## config.mk

```make
export PLATFORM = sky130hd
export DESIGN_NAME = serial_bit_feeder
export DESIGN_NICKNAME = d
export VERILOG_FILES = /design/src/rtl/serial_bit_feeder.sv
export SDC_FILE = /design/constraint.sdc
export NUM_CORES = 1
export LEC_CHECK = 0
export CAP_MARGIN = 5
export CORE_UTILIZATION = 46
export CTS_CLUSTER_SIZE = 24
export DETAILED_ROUTE_END_ITERATION = 10
export HOLD_SLACK_MARGIN = 0.08
export PLACE_DENSITY = 0.75
export SYNTH_ARGS = -nofsm -noshare
export SYNTH_HDL_FRONTEND = slang
export SYNTH_SLANG_ARGS = --single-unit
```

## constraint.sdc

```tcl
create_clock -name clk -period 1.7 [get_ports clk]
set_input_delay 0.17 -clock clk [delete_from_list [all_inputs] [get_ports clk]]
set_output_delay 0.17 -clock clk [all_outputs]
set_load 0.05 [all_outputs]
```

## src/rtl/serial_bit_feeder.sv

```systemverilog
// ---------------------------------------------------------------------------
// serial_bit_feeder
//
// Parallel-to-serial front end for the sequence-detector path. Words arrive
// over a valid/ready handshake and leave one bit per clock on d_out, qualified
// by d_valid. A word offered while the last bit of the previous one is on
// d_out is taken on that same edge, so consecutive words stream with no idle
// bit between them.
//
// Handshake: a word moves on every rising clk edge where load_valid and
// load_ready are both 1. load_ready depends only on internal state, never on
// load_valid. The upstream holds load_valid and load_data steady until that
// edge. load_data is ignored whenever load_ready is 0.
//
// Parameters:
//   WIDTH     word width in bits, 2..32
//   IDLE_BIT  level on d_out while no word is shifting
//
// Ports:
//   clk         clock, rising edge
//   rst         synchronous active-high reset; wins over a same-edge handshake
//   load_data   word to serialize, sampled at the handshake
//   load_valid  upstream offers load_data
//   load_ready  block takes a word this cycle (combinational)
//   d_out       serial bit (registered), feeds the detector's d_in
//   d_valid     d_out carries a data bit (registered)
//   busy        a word is in progress, i.e. the FSM is in SHIFT (registered);
//               this is also the observable copy of the FSM state
//
// Build option:
//   SERIAL_FEEDER_LSB_FIRST_EN  defined: bit 0 first, shift register moves
//                               right. Undefined: bit WIDTH-1 first, shift
//                               register moves left.
// ---------------------------------------------------------------------------
module serial_bit_feeder #(
  parameter int unsigned WIDTH    = 8,
  parameter logic        IDLE_BIT = 1'b0
) (
  input  logic             clk,
  input  logic             rst,
  input  logic [WIDTH-1:0] load_data,
  input  logic             load_valid,
  output logic             load_ready,
  output logic             d_out,
  output logic             d_valid,
  output logic             busy
);

  localparam int unsigned          CNT_W    = $clog2(WIDTH);
  localparam logic [CNT_W-1:0]     LAST_CNT = CNT_W'(WIDTH - 1);

  typedef enum logic {
    IDLE  = 1'b0,
    SHIFT = 1'b1
  } state_e;

  state_e             state_q;
  logic [WIDTH-1:0]   shreg_q;
  logic [CNT_W-1:0]   bitcnt_q;
  logic               d_out_q;
  logic               d_valid_q;
  logic               busy_q;

  logic               last_bit;
  logic               xfer;

  // The first bit of a word goes straight into d_out_q at the handshake edge,
  // so shreg_q only holds the bits still waiting, aligned so that the next one
  // to emit sits at the output end of the register.
  logic               load_bit_d;
  logic [WIDTH-1:0]   load_rest_d;
  logic               shift_bit_d;
  logic [WIDTH-1:0]   shift_rest_d;

  always_comb begin
`ifdef SERIAL_FEEDER_LSB_FIRST_EN
    load_bit_d   = load_data[0];
    load_rest_d  = load_data >> 1;
    shift_bit_d  = shreg_q[0];
    shift_rest_d = shreg_q >> 1;
`else
    load_bit_d   = load_data[WIDTH-1];
    load_rest_d  = load_data << 1;
    shift_bit_d  = shreg_q[WIDTH-1];
    shift_rest_d = shreg_q << 1;
`endif
  end

  assign last_bit   = (state_q == SHIFT) && (bitcnt_q == LAST_CNT);
  assign load_ready = (state_q == IDLE) || last_bit;
  assign xfer       = load_valid && load_ready;

  always_ff @(posedge clk) begin
    if (rst) begin
      state_q   <= IDLE;
      shreg_q   <= '0;
      bitcnt_q  <= '0;
      d_out_q   <= IDLE_BIT;
      d_valid_q <= 1'b0;
      busy_q    <= 1'b0;
    end else begin
      case (state_q)
        IDLE: begin
          if (xfer) begin
            state_q   <= SHIFT;
            shreg_q   <= load_rest_d;
            bitcnt_q  <= '0;
            d_out_q   <= load_bit_d;
            d_valid_q <= 1'b1;
            busy_q    <= 1'b1;
          end else begin
            d_out_q   <= IDLE_BIT;
            d_valid_q <= 1'b0;
            busy_q    <= 1'b0;
          end
        end
        SHIFT: begin
          if (bitcnt_q == LAST_CNT) begin
            if (xfer) begin
              // Reload on the last-bit edge: the new word's first bit follows
              // the old word's last bit with no gap.
              shreg_q   <= load_rest_d;
              bitcnt_q  <= '0;
              d_out_q   <= load_bit_d;
              d_valid_q <= 1'b1;
              busy_q    <= 1'b1;
            end else begin
              state_q   <= IDLE;
              shreg_q   <= '0;
              bitcnt_q  <= '0;
              d_out_q   <= IDLE_BIT;
              d_valid_q <= 1'b0;
              busy_q    <= 1'b0;
            end
          end else begin
            shreg_q   <= shift_rest_d;
            bitcnt_q  <= bitcnt_q + CNT_W'(1);
            d_out_q   <= shift_bit_d;
            d_valid_q <= 1'b1;
            busy_q    <= 1'b1;
          end
        end
        default: state_q <= IDLE;
      endcase
    end
  end

  assign d_out   = d_out_q;
  assign d_valid = d_valid_q;
  assign busy    = busy_q;

endmodule

```

Word-level counts from Yosys, hierarchy flattened --
Cells that the tools add are included.
Word-level totals: flip-flop bits (word level) 13, bits of input ports 11, output and inout bits 4, logic and storage cells 24
Cells by class: add/sub/neg operators 1, eq/ne operators 2, multiplexer cells 13, bitwise gates (word level) 1, reductions and logical operators 3
Operators by type and width (count):
- 8-bit two-way mux | 3
- 8-bit case mux with 2 select lines | 1
- 3-bit two-way mux | 2
- 3-bit case mux with 2 select lines | 1
- 1-bit two-way mux | 4
- 1-bit case mux with 2 select lines | 2
- 3-bit by 1-bit adder with 3-bit output, second input constant | 1
- 3-bit == test, second input constant | 1
- 1-bit logical AND | 2
- 2-bit inequality test, second input constant | 1
- 1-bit logical OR | 1
- 1-bit inverter | 1

Depth between registers and ports, before layout --
Gate-level depths: netlist (run 1).
depth after elaboration 7, depth in mapped cells 8, mapped depth without buffers 6

Worst setup path after synthesis (run 1) --
OpenSTA, ideal clock, no wires.
kind reg2reg, from register bitcnt_q[0], to register d_out_q (netlist: d_out), setup time 0.132 ns, data arrival time 1.482 ns, data required time 1.568 ns, setup slack 0.086 ns, cell stages (with the launch flop) 9, buffers on the path 2, clock period less this slack 1.614 ns, cells stage by stage dfxtp_1 ha_1 ha_1 clkbuf_2 nor2b_1 buf_4 inv_1 nand3_1 a21oi_1
Between the ends: word-level cells in the longest chain between the ends 7
Ends and longest elaborated chain:
- from (decl) | line 59 | logic [CNT_W-1:0] bitcnt_q;
- from (signal assigned) | line 137 | bitcnt_q <= bitcnt_q + CNT_W'(1);
- 3-bit == test (*) | line 89 | assign last_bit = (state_q == SHIFT) && (bitcnt_q == LAST_CNT);
- 1-bit logical AND (*) | line 89
- 1-bit logical OR (*) | line 90 | assign load_ready = (state_q == IDLE) || last_bit;
- named net load_ready | line 43 | output logic load_ready,
- 1-bit logical AND (*) | line 91 | assign xfer = load_valid && load_ready;
- 1-bit two-way mux (*) | line 104, 119
- 1-bit two-way mux | line 118 | if (bitcnt_q == LAST_CNT) begin
- 1-bit case mux with 2 select lines (*) | line 102 | case (state_q)
- to (signal assigned) | line 108 | d_out_q <= load_bit_d;
- to (signal assigned) | line 124 | d_out_q <= load_bit_d;
- to (signal assigned) | line 138 | d_out_q <= shift_bit_d;
- to (decl) | line 60 | logic d_out_q;
Mark *: on every way through the listed nets, which the timed path passes. The rest lies on a longest branch. A chain may end at the register's enable or synchronous reset.

Worst setup path in the final report (run 1) --
from register bitcnt_q[0], to output port load_ready
Between the ends: word-level cells in the longest chain between the ends 3
Ends and longest elaborated chain (line):
- 3-bit == test | 89
- 1-bit logical AND | 89
- 1-bit logical OR | 90
- to (decl) | 43
Every way passes these cells.

==> metrics.csv, run 1 <==
stage,metric,value,unit
run_status,status,completed,
logic_synthesis,syn_inst,67,
critical_path,arrival,1.41,ns
cells_and_area,nets,95,
drt,drc,0,
logic_synthesis,synthTopCellsByArea,"dfxtp_1, mux2i_1, a32oi_1",
clock_tree,cts.sinks,12,
drt,routedWlPerCell,12.84,um
logic_synthesis,synthTopCellsByCount,"dfxtp_1, a21oi_1, nor2_1, a32oi_1, mux2i_1",
flow_run,max_cap_viol_count,0,
floorplanning,die_h,38.29,um
critical_path,crit_start,bitcnt_q[0],
floorplanning,start_util,0.5171,
place,post-dp-hpwl,872.2,um
clock_tree,clk_pin_slew_worst_paths,0.07,ns
clock_tree,h-tree-depth,1,
cells_and_area,num_antenna_cells,0,
logic_synthesis,synth_cell_type_count,22,
timing,fin_crit_sh,0.9322,
logic_synthesis,syn_nets,80,
power_and_ir_drop,p_leak,0.3260,nW
logic_synthesis,synth_area_per_cell,9.039,um^2
global_routing,grt_pass1_vias,500,
logic_synthesis,netlist_area,605.6,um^2
timing,min_period,1.585,ns
floorplanning,die_x,38.29,um
logic_synthesis,synthMostInstantiatedCell,dfxtp_1,
cells_and_area,fill_cells,102,
timing,slew_headroom,0.6699,
timing,whs,0.4727,ns
cells_and_area,stdcell_area,797.0,um^2
power_and_ir_drop,max-vdd-ir-drop,631.3,uV
cells_and_area,areaGrowthSynthToFinish,31.61,%
drt,avgViaCountPerCell,5.474,
power_and_ir_drop,p_per_area,840.8,nW/um^2
logic_synthesis,synth_edf_count,0,
floorplanning,core_area,1171,um^2
critical_path,crit_type,reg2out,
clock_tree,hold_buffers,0,
logic_synthesis,async_reset_ff_frac,0,
drt,drtIter0Drc,8,
floorplanning,placement_rows,12,
critical_path,worstReg2RegEnd,shreg_q[3],
critical_path,end_kind,output port,
drt,wirelength,1220,um
clock_tree,postCtsSetupBuffers,0,
drt,antenna_left,0,
global_routing,grt_remaining_overflow,0,
critical_path,cp_max_fo,8,
logic_synthesis,yosysSeqAreaShare,0.3967,
drt,vias,520,
clock_tree,cts_tree,built,
logic_synthesis,ys_warn_count,0,
global_routing,grt_use_total,0.2174,
floorplanning,io-pin-count,15,
drt,dr.pass1.iters,2,
critical_path,startpoint_type,flop,
global_routing,grt_max_degree,20,
floorplanning,dieArea,1466,um^2
timing,tns,0,ns
clock_tree,root_buffer,clkbuf_4,
timing,worst_pin_slew,0.4936,ns
timing,setup_violations,0,
place,place_area,755.7,um^2
timing,grt_setup_unrepaired,false,
place,io_buffers,14,
timing,finClkSkew,0.0005833,ns
critical_path,reg2reg_depth,6,
logic_synthesis,synth.ff_latch_count,12,
power_and_ir_drop,finalPower,0.0006701,W
critical_path,r2r_start,bitcnt_q[0],
critical_path,r2r_setup_slack,0.26,ns
logic_synthesis,yosysTopAreaCell,dfxtp_1,
timing,max_freq,631.0,MHz
clock_tree,insertion_delay,0.27,ns
clock_tree,cts_made_buffers,3,
clock_tree,clockBufferDepth,2,
logic_synthesis,post-synth-top-area-fraction,0.3967,
cells_and_area,drive_gt1_frac,0.1728,
global_routing,antenna_found_initial,0,
critical_path,setup.worst_path.end,load_ready,
global_routing,grt_pass1_wl,2090,um
hold_path,hold_path_class,in2reg,
place,globalplace.congestion,0.7027,
timing,hold_viol_final,0,
logic_synthesis,ys.flop_type,dfxtp_1,
timing,slew_violations,0,
critical_path,required,1.53,ns
power by group:
group          total (W)  switching [W]  leakage [nW]  internal, W
clock network   0.000226      0.0000960        0.0210     0.000130
registers       0.000309      0.0000120        0.0986     0.000297
logic           0.000135      0.0000669         0.206    0.0000678
total           0.000670       0.000175         0.326     0.000495
cell usage in the layout, fill, tap and decap left out:
cell,count
nand2_1,1
buf_4,4
nor3_1,2
o21a_1,1
nand3_1,2
dfxtp_1,12
mux2i_1,6
nor2_1,7
or2_0,2
nor3b_1,2
clkdlybuf4s50_1,11
a21o_1,2
a211oi_1,2
nor2b_2,1
buf_12,2
ha_2,1
clkbuf_4,3
ha_1,1
clkbuf_8,1
a21oi_1,7
a32oi_1,6
or2_2,2
inv_1,3
kinds of logic (layout without fill, tap and decap cells):
family          after synthesis  in the layout  share of synthesized area
buf+inv                      10             24                    0.09708
mux                           6              6                    0.09918
simple gates                 19             19                     0.1591
flops                        12             12                     0.3967
fa+ha+maj                     2              2                    0.04132
compound gates               18             18                     0.2066
how the worst min path moves through the flow:
| stage | end | cells after the start | slack [ns] | start |
|---|---|---|---|---|
| 2_1_floorplan | shreg_q[2] | 1 | 0.24 | rst |
| 3_3_place_gp | d_out | 2 | 0.46 | shreg_q[7] |
| 3_5_place_dp | d_out | 2 | 0.46 | shreg_q[7] |
| 4_1_cts | d_out | 3 | 0.47 | load_data[7] |
| 5_1_grt | d_out | 3 | 0.49 | load_data[7] |
| 6_report | d_out | 3 | 0.47 | load_data[7] |
flip-flops by register name, summed over array words and instances (netlist names):
signal,count
d_out,1
bitcnt_q,3
busy,1
shreg_q,7
layout make-up:
cell class | instances | area (um^2) | area share
clock buffers | 4 | 36.28 | 0.04553
inverters | 3 | 11.26 | 0.01413
multi-input cells | 45 | 311.5 | 0.3909
flip-flops and latches | 12 | 240.2 | 0.3014
well taps | 14 | 17.52 | 0.02198
repair buffers | 17 | 180.2 | 0.2261
metrics by stage:
step | worst slack [ns] | std cells | utilization
floorplan | 0.08603 | 67 | -
global placement | 0.2298 | 91 | 0.6453
detailed placement | 0.1720 | 91 | 0.6453
CTS | 0.006419 | 95 | 0.6763
global route | 0.02182 | 95 | 0.6806
finish | 0.1153 | 95 | 0.6806
worst max-delay path: stages, from the launching register on:
cell and delay [ns]:
dfxtp_1 0.33, ha_1 0.20, ha_2 0.23, nor2b_2 0.14
inv_1 0.06, buf_4 0.19
layer usage:
metal | wire [um] | GRT usage | part of all wire
met1 | 614 | 0.2701 | 0.50
met2 | 525 | 0.3178 | 0.43
met4 | 11 | 0.08036 | 0.0090
met3 | 69 | 0.1105 | 0.057
met5 | 0 | 0 | 0
what timing repair did:
item	in CTS	in global routing
resized for setup	0	2
endpoints found under the setup margin	0	1
hold endpoints to repair	0	0
Note: power is estimated with default switching activity, not from simulation.
==> inputs of run 2 (changes only) <==
CORE_MARGIN = 8   (was default)
SLEW_MARGIN = 20   (was default)
==> metrics.csv, run 2 (synthesis results as in run 1) <==
stage,metric,value,unit,change
clock_tree,hold_buffers,0,,unchanged
power_and_ir_drop,max-vdd-ir-drop,488.0,uV,-23%
global_routing,antenna_found_initial,0,,unchanged
cells_and_area,drive_gt1_frac,0.1905,,+0.01764
floorplanning,io-pin-count,15,,unchanged
critical_path,critical-path-max-stage-delay,0.33,ns,about the same
critical_path,crit_type,reg2out,,
power_and_ir_drop,p_per_area,820.3,nW/um^2,-2.4%
critical_path,path_cells,ha_1 -> ha_1 -> nor2b_4 -> inv_1 -> buf_4,,
critical_path,critPathSlowestCell,dfxtp_1,,
timing,fin_crit_sh,0.9452,,+0.01300
timing,finClkSkew,0.0004594,ns,-0.0001239 ns
place,dp_cells,94,,+3.3%
cells_and_area,num_antenna_cells,0,,unchanged
critical_path,cp_max_fo,3,,-5
clock_tree,insertion_delay,0.28,ns,about the same
floorplanning,core_area,1269,um^2,+8.3%
critical_path,path_buf_inv,2,,unchanged
floorplanning,start_util,0.4773,,-0.03978
drt,routedWlPerCell,14.85,um,+16%
place,io_buffers,14,,unchanged
critical_path,cpLargestDelayFamily,adder cells,,
drt,dr.pass1.iters,3,,+1
cells_and_area,areaGrowthSynthToFinish,38.02,%,
timing,max_freq,622.4,MHz,-1.4%
floorplanning,dieArea,2734,um^2,+87%
timing,tns,0,ns,unchanged
clock_tree,root_buffer,clkbuf_4,,
clock_tree,cts_tree,built,,
run_status,status,completed,,
global_routing,grt_max_degree,20,,unchanged
global_routing,grt_pass1_wl,2566,um,+23%
drt,vias,553,,+6.3%
place,post-dp-hpwl,991.2,um,+14%
cells_and_area,regMostFlops,shreg_q,,
clock_tree,clockBufferDepth,2,,unchanged
global_routing,grt_pass1_vias,597,,+19%
timing,slew_violations,0,,unchanged
timing,hold_viol_final,0,,unchanged
clock_tree,clk_pin_slew_worst_paths,0.08,ns,about the same
drt,drc,0,,unchanged
clock_tree,cts.sinks,12,,unchanged
power_and_ir_drop,p_leak,0.3523,nW,+8.1%
timing,whs,0.4634,ns,-0.009349 ns
clock_tree,cts_made_buffers,3,,unchanged
critical_path,crit_top_cell,ha_1,,
cells_and_area,regArea,240.2,um^2,unchanged
drt,avgViaCountPerCell,5.586,,+2.0%
cells_and_area,largest_reg_flops,7,,unchanged
floorplanning,die_x,52.29,um,+37%
critical_path,arrival,1.44,ns,+0.03 ns
critical_path,end_kind,output port,,
global_routing,grt_remaining_overflow,0,,unchanged
cells_and_area,finish.utilization,0.6588,,-0.02178
timing,worst_pin_slew,0.4973,ns,+0.003704 ns
timing,min_period,1.607,ns,+0.02210 ns
timing,slew_headroom,0.6674,,-0.002478
floorplanning,die_h,52.29,um,+37%
hold_path,hold_path_class,reg2reg,,
cells_and_area,reg_top3,"shreg_q: 7 flops, bitcnt_q: 3 flops",,
global_routing,grt_use_total,0.1245,,-0.09294
cells_and_area,multi_input_area,314.1,um^2,+0.80%
place,globalplace.congestion,0.7620,,+8.4%
floorplanning,placement_rows,13,,+1
cells_and_area,most-common-layout-cells,"dfxtp_1, clkdlybuf4s50_1, nor2_1, a21oi_1",,
critical_path,required,1.53,ns,about the same
timing,grt_setup_unrepaired,false,,
drt,antenna_left,0,,unchanged
cells_and_area,mostFrequentLayoutCell,dfxtp_1,,
cells_and_area,nets,98,,+3.2%
clock_tree,h-tree-depth,1,,unchanged
timing,setup_violations,0,,unchanged
drt,wirelength,1470,um,+20%
drt,drtIter0Drc,14,,+6
flow_run,max_cap_viol_count,0,,unchanged
cells_and_area,fill_cells,124,,+22%
cells_and_area,fin_cells,99,,+4.2%
critical_path,startpoint_type,flop,,
==> run 2: cell types whose count changed in the layout (fill, tap and decap cells not counted), sizes merged <==
cell and change:
buf +3
==> run 2: what timing repair did <==
item | 4_1_cts | 5_1_grt
buffers inserted | 0 | 1
gates resized for setup | 1 | 1
endpoints found under the setup margin | 1 | 1
==> run 2: worst paths after layout <==
check / start / end / slack, ns / depth (start not counted)
hold / removal: shreg_q[7] / d_out / 0.46 / 2
setup reg to reg: bitcnt_q[0] / shreg_q[3] / 0.22 / 7
hold reg to reg: shreg_q[7] / d_out / 0.46 / 2
setup / recovery: bitcnt_q[0] / load_ready / 0.09 / 5
==> run 2: routing by layer <==
layer  track usage  up-vias  routed length (um)
li1              -      272                   -
met1        0.1288      262                 637
met2        0.1957       14                 673
met3       0.03693        5                  95
met4        0.1164        0                  64
met5             0        -                   0
==> run 2: final cells by class <==
cell class / count / area share
multi-input combinational: 45 / 0.3757
tap: 15 / 0.02246
timing repair buffer: 20 / 0.2575
clock buffer: 4 / 0.04341
sequential: 12 / 0.2874
inverter: 3 / 0.01347
==> run 2: report_power, final <==
| part | internal (W) | leakage, nW | switching [W] | total (W) |
|---|---|---|---|---|
| logic | 0.0000759 | 0.233 | 0.0000728 | 0.000149 |
| registers | 0.000297 | 0.0986 | 0.00000898 | 0.000306 |
| clock network | 0.000130 | 0.0210 | 0.000100 | 0.000231 |
| total | 0.000504 | 0.352 | 0.000182 | 0.000686 |
==> run 2: metrics by stage <==
stage,worst slack (ns),cell area (um^2),power (W)
after global routing,0.02012,835.8,0.0007138
after global placement,0.2727,784.5,0.0004532
final,0.09323,835.8,0.0006856
after floorplan,0.08603,605.6,0.0003939
after CTS,0.01147,823.3,0.0006867
after detailed placement,0.1656,784.5,0.0004570
==> run 2: worst register-to-register path, delay by kind of cell, from the launching register on <==
family / cells / cell delay [ns]
AOI/OAI and AO/OA: 2 / 0.25
DFF: 1 / 0.33
adders and majority gates: 2 / 0.42
and+or+nand+nor: 1 / 0.14
buffers and inverters: 2 / 0.25
==> inputs of run 3 (changes only) <==
TNS_END_PERCENT = 20   (was default)
==> results of run 3 <==
Same layout as run 2: the final DEF is identical, and so are final timing and power.
